$ cat src/rtl/cookie_pkg.sv
// Shared types and constants for the cookie jar random-word packer.
package cookie_pkg;

  typedef enum logic {
    FIRST  = 1'b0,
    SECOND = 1'b1
  } debias_state_e;

  localparam int DEF_WIDTH = 8;
  localparam int DEF_DEPTH = 4;

  function automatic int cnt_width(input int depth);
    return $clog2(depth + 1);
  endfunction

endpackage

$ cat src/rtl/jar_fifo.sv
// Show-ahead synchronous FIFO: head word visible the cycle after push into an empty FIFO.
// Push while full is accepted only when a pop happens on the same edge; otherwise it is refused.
module jar_fifo
  import cookie_pkg::*;
#(
  parameter int WIDTH = DEF_WIDTH,
  parameter int DEPTH = DEF_DEPTH,
  localparam int AW   = $clog2(DEPTH),
  localparam int CW   = cnt_width(DEPTH)
) (
  input  logic             clk,
  input  logic             rst_n,
  input  logic             push_vld,
  input  logic [WIDTH-1:0] push_dat,
  input  logic             pop_rdy,
  output logic [WIDTH-1:0] head_dat,
  output logic             full,
  output logic             empty,
  output logic [CW-1:0]    count
);

  logic [WIDTH-1:0] mem_q [DEPTH];
  logic [WIDTH-1:0] mem_d [DEPTH];
  logic [AW-1:0]    wr_ptr_q, wr_ptr_d;
  logic [AW-1:0]    rd_ptr_q, rd_ptr_d;
  logic [CW-1:0]    count_q, count_d;
  logic             pop_ok;
  logic             push_ok;

  assign empty    = (count_q == '0);
  assign full     = (count_q == CW'(DEPTH));
  assign count    = count_q;
  assign head_dat = mem_q[rd_ptr_q];

  // A full FIFO can still take a word when the head leaves on the same edge.
  assign pop_ok  = pop_rdy && !empty;
  assign push_ok = push_vld && (!full || pop_ok);

  always_comb begin
    mem_d    = mem_q;
    wr_ptr_d = wr_ptr_q;
    rd_ptr_d = rd_ptr_q;
    count_d  = count_q;
    if (push_ok) begin
      mem_d[wr_ptr_q] = push_dat;
      wr_ptr_d        = wr_ptr_q + AW'(1);
    end
    if (pop_ok) begin
      rd_ptr_d = rd_ptr_q + AW'(1);
    end
    case ({push_ok, pop_ok})
      2'b10:   count_d = count_q + CW'(1);
      2'b01:   count_d = count_q - CW'(1);
      default: count_d = count_q;
    endcase
  end

  always_ff @(posedge clk) begin
    if (!rst_n) begin
      for (int i = 0; i < DEPTH; i++) begin
        mem_q[i] <= '0;
      end
      wr_ptr_q <= '0;
      rd_ptr_q <= '0;
      count_q  <= '0;
    end else begin
      mem_q    <= mem_d;
      wr_ptr_q <= wr_ptr_d;
      rd_ptr_q <= rd_ptr_d;
      count_q  <= count_d;
    end
  end

endmodule

$ cat src/rtl/cookie_jar.sv
// Debiases the grid's serial bits, packs them MSB-first into words and queues them for the host.
// Words appear on valid_o the cycle after completion; words completing into a full, non-draining FIFO are dropped and flagged.
module cookie_jar
  import cookie_pkg::*;
#(
  parameter int WIDTH  = DEF_WIDTH,
  parameter int DEPTH  = DEF_DEPTH,
  parameter int DEBIAS = 1,
  localparam int CW    = cnt_width(DEPTH),
  localparam int BCW   = $clog2(WIDTH)
) (
  input  logic             clk,
  input  logic             rst_n,
  input  logic             en,
  input  logic             rbit,
  output logic [WIDTH-1:0] data_o,
  output logic             valid_o,
  input  logic             ready_i,
  output logic [CW-1:0]    count_o,
  output logic             overflow_o,
  input  logic             clr_ovf
);

  debias_state_e    state_q, state_d;
  logic             a_q, a_d;
  logic [BCW-1:0]   bit_cnt_q, bit_cnt_d;
  logic [WIDTH-1:0] shreg_q, shreg_d;
  logic             ovf_q, ovf_d;

  logic             emit;
  logic             ebit;
  logic             push_vld;
  logic [WIDTH-1:0] push_dat;
  logic             fifo_full;
  logic             fifo_empty;
  logic             drop;

  always_comb begin
    state_d   = state_q;
    a_d       = a_q;
    bit_cnt_d = bit_cnt_q;
    shreg_d   = shreg_q;
    emit      = 1'b0;
    ebit      = 1'b0;
    push_vld  = 1'b0;
    if (en) begin
      if (DEBIAS != 0) begin
        if (state_q == FIRST) begin
          a_d     = rbit;
          state_d = SECOND;
        end else begin
          // Unequal pair yields its first bit; equal pairs carry no entropy.
          state_d = FIRST;
          emit    = (a_q != rbit);
          ebit    = a_q;
        end
      end else begin
        emit = 1'b1;
        ebit = rbit;
      end
    end
    if (emit) begin
      shreg_d = {shreg_q[WIDTH-2:0], ebit};
      if (bit_cnt_q == BCW'(WIDTH - 1)) begin
        push_vld  = 1'b1;
        bit_cnt_d = '0;
      end else begin
        bit_cnt_d = bit_cnt_q + BCW'(1);
      end
    end
    push_dat = shreg_d;
  end

  // Set beats clear when a drop lands on the same edge as clr_ovf.
  assign drop  = push_vld && fifo_full && !(valid_o && ready_i);
  assign ovf_d = drop || (ovf_q && !clr_ovf);

  always_ff @(posedge clk) begin
    if (!rst_n) begin
      state_q   <= FIRST;
      a_q       <= 1'b0;
      bit_cnt_q <= '0;
      shreg_q   <= '0;
      ovf_q     <= 1'b0;
    end else begin
      state_q   <= state_d;
      a_q       <= a_d;
      bit_cnt_q <= bit_cnt_d;
      shreg_q   <= shreg_d;
      ovf_q     <= ovf_d;
    end
  end

  jar_fifo #(
    .WIDTH (WIDTH),
    .DEPTH (DEPTH)
  ) u_fifo (
    .clk      (clk),
    .rst_n    (rst_n),
    .push_vld (push_vld),
    .push_dat (push_dat),
    .pop_rdy  (ready_i),
    .head_dat (data_o),
    .full     (fifo_full),
    .empty    (fifo_empty),
    .count    (count_o)
  );

  assign valid_o    = !fifo_empty;
  assign overflow_o = ovf_q;

endmodule

$ cat config.mk
export PLATFORM = sky130hd
export DESIGN_NAME = cookie_jar
export DESIGN_NICKNAME = d
export VERILOG_FILES = /design/src/rtl/cookie_pkg.sv /design/src/rtl/jar_fifo.sv /design/src/rtl/cookie_jar.sv
export SDC_FILE = /design/constraint.sdc
export NUM_CORES = 1
export LEC_CHECK = 0
export ABC_CLOCK_PERIOD_IN_PS = 1940
export BUFFER_PORTS_ARGS = -buffer_cell sky130_fd_sc_hd__buf_4
export CORE_MARGIN = 2
export CORE_UTILIZATION = 49
export CTS_BUF_LIST = sky130_fd_sc_hd__clkbuf_16
export CTS_CLUSTER_DIAMETER = 60
export DETAILED_ROUTE_END_ITERATION = 12
export GPL_TIMING_DRIVEN = 0
export MAX_ROUTING_LAYER = met4
export PLACE_DENSITY = 0.81
export SLEW_MARGIN = 5
export SYNTH_ARGS = -nofsm -noshare
export SYNTH_HDL_FRONTEND = slang
export SYNTH_SLANG_ARGS = --single-unit
$ cat constraint.sdc
create_clock -name clk -period 1.94 [get_ports clk]
set_input_delay 0.291 -clock clk [delete_from_list [all_inputs] [get_ports clk]]
set_output_delay 0.291 -clock clk [all_outputs]
set_load 0.02 [all_outputs]
==> flow_summary.ini <==
[status]
status = finished clean

[yosys]
synth-adder-area-share_pct = 3.95
syn_avg_cell_area_um2 = 10.5
syn_area_um2 = 2410
syn_inst = 230
synth.distinct_cells = 37
ys.flop_type = dfxtp_1
synth_nets = 243
yosysWarnings = 0
synth_edf_count = 0
async_flop_share_pct = 0
muxShareOfSynthArea_pct = 13.7
synth_compound_area_share_pct = 12.2
synth_top_family_by_area = simple AND/OR/NAND/NOR gates
ys_seq_area_share_pct = 44.1
synthSimpleGateAreaFrac_pct = 18.5
ys_ff_latch = 53
synth-xor-area-share_pct = 2.49

[power_and_ir_drop]
power.share.switching_pct = 22.5
peakVddDrop_v = 0.000374
p_leak_nw = 1.03
seq_power_share_pct = 53.2
p_comb_share_pct = 4.2
internal_power_mw = 1.60
cellPowerDensity_nw_per_um2 = 704
power_switching_uw = 465
clkPwrFrac_pct = 42.6

[timing]
slew_headroom_pct = 55.6
fin_crit_sh_pct = 97.2
skew_ns = 0.00657
finalSetupViolCount = 0
slew_viol_final = 0
tightest_slew_ns = 0.663
hold_viol = 0
period_minus_slack_ns = 1.89
max_freq_mhz = 530
rsz0062_at_grt = yes

[grt]
overflow = 0
grt_max_degree = 18
grt_pass1_wl_um = 7760
grt_usage_pct = 19.2
grt_pass1_vias = 1676
antenna_found_initial = 0

[worst_setup_path]
critPathArrivalTime_ns = 2.07
worstPathMaxFanout = 4
crit_chain = ha_2 > ha_4 > and3_4 > a21oi_2 > inv_1 > fa_2 > nand2b_1 > mux2i_1
crit_type = reg -> reg
start_kind = flop
end_kind = flop
slowest_delay_ns = 0.51
worst-path-stages = 8
path_buf_inv = 1
reg2regPathDepth = 8
cp.required_ns = 2.12
crit_slowest_cell = fa_2
cp_top_family = adder cells

[clock_network]
cts.sinks = 53
clock_path_buffers = 2
h-tree-depth = 2
clk_latency_ns = 0.29
cts_hold_buf = 0
clk_pin_slew_ns = 0.07
cts_root_buf = clkbuf_16
cts_tree = done
cts_made_buffers = 5

[floorplan]
core_area_um2 = 4720
num_rows = 25
start_util_pct = 51.0
dieArea_um2 = 5490
pin_count = 19
die_h_um = 74.1
die_w_um = 74.1

[final_layout]
layout_common_cells = 52 x dfxtp_1, 45 x nor2_1, 30 x buf_4
layout_commonest_cell = dfxtp_1
fin_util_pct = 62.2
syn2layout_area_growth_pct = 22.0
drive_above_1_share_pct = 29.4
finalNetCount = 277
num_antenna_cells = 0
instances_no_fill = 332

[detailed_routing]
num_vias = 1747
viasPerCell = 5.26
route.detailed.wl_per_inst_um = 14.6
wl_um = 4860
drc = 0
drtAntennaViolNets = 0
drtPass1Iterations = 4
first_iter_violations = 136

[hold_path]
min_path_type = in -> reg
hold_depth = 3

[flow_run]
drv_cap = 0

[placed_design]
gp_congestion = 0.822
portBuffers = 18
place_inst = 315
dpl.hpwl_um = 3340
## worst paths after layout
check	slack, ns	end	startpoint
worst max-delay path	0.05	u_fifo.count[1]	bit_cnt_q[0]
worst min register to register	0.48	overflow_o	overflow_o
worst min-delay path	0.26	overflow_o	clr_ovf
worst max register to register	0.05	u_fifo.count[1]	bit_cnt_q[0]
## layout make-up
type / count / area [um^2]
Buffer: 11 / 78.8
Clock buffer: 5 / 125
Clock inverter: 3 / 21.3
Fill cell: 365 / 1790
Inverter: 11 / 41.3
Multi-Input combinational cell: 154 / 1320
Sequential cell: 53 / 1060
Tap cell: 67 / 83.8
Timing Repair Buffer: 28 / 210
## worst min-delay path: stages
cell,delay (ns)
buf_4,0.07
nand2b_1,0.08
a21oi_1,0.06
## sequential cells by signal, summed over array words and instances, names as in the netlist
register,cells
a_q,1
state_q,1
u_fifo.wr_ptr_q,2
u_fifo.mem_q,32
overflow_o,1
bit_cnt_q,3
u_fifo.count,3
shreg_q,8
u_fifo.rd_ptr_q,2
## cells by family (layout without fill, tap and decap cells)
logic type               Yosys count  in the layout
XOR/XNOR                           6              6
flip-flops                        53             53
multiplexers                      23             23
adder cells (fa/ha/maj)            7              7
buffers and inverters             23             58
AO/OA/AOI/OAI                     40             40
AND/OR/NAND/NOR                   78             78
## stage by stage
step / setup TNS [ns] / total power, mW / area [um^2] / hold slack (ns) / setup slack (ns)
3_3_place_gp: -0.540 / 1.20 / 2640 / 0.464 / -0.0948
3_5_place_dp: -1.98 / 1.21 / 2640 / 0.475 / -0.170
5_1_grt: -0.100 / 2.14 / 2940 / 0.281 / -0.0430
6_report: 0 / 2.07 / 2940 / 0.259 / 0.0542
2_1_floorplan: 0 / 1.18 / 2420 / 0.428 / 0.00792
4_1_cts: 0 / 2.08 / 2840 / 0.263 / 0.0138
## power by group through the flow
stage,sequential (mW),clock (mW),combinational (mW)
after floorplan,1.12,0,0.0561
after global placement,1.12,0,0.0788
after detailed placement,1.13,0,0.0809
after CTS,1.10,0.896,0.0820
after global routing,1.10,0.942,0.0940
final,1.10,0.882,0.0860
## layer usage
layer / track usage (%) / share of wire [%] / up-vias
li1: - / - / 890
met1: 24.1 / 47 / 819
met2: 30.3 / 49 / 32
met3: 4.88 / 3.2 / 6
met4: 6.46 / 1.6 / 0
met5: - / 0 / -
## cell usage after synthesis (all sizes together), types with 2 or more instances
| cell | count | area share [%] |
|---|---|---|
| nor3 | 2 | 0.62 |
| ha | 6 | 3.1 |
| nand2b | 3 | 0.78 |
| a21oi | 4 | 0.99 |
| inv | 11 | 1.7 |
| nand3 | 3 | 0.83 |
| nor4 | 8 | 4.6 |
| a211oi | 28 | 8.7 |
| mux2i | 15 | 6.2 |
| xnor2 | 4 | 1.8 |
| dfxtp | 53 | 44 |
| o21a | 4 | 1.2 |
| clkbuf | 5 | 0.78 |
| or3 | 2 | 0.73 |
| nand2 | 5 | 0.78 |
| nor2 | 46 | 7.2 |
| buf | 7 | 2.5 |
| xor2 | 2 | 0.73 |
| nor2b | 6 | 1.6 |
| mux4 | 8 | 7.5 |
| and3 | 2 | 0.52 |
## timing repair
action | 4_1_cts | 5_1_grt
pin swaps | 3 | 5
buffers inserted | 4 | 6
resized for setup | 6 | 12
setup endpoints to repair | 27 | 38
Note: power is estimated with default switching activity, not from simulation.
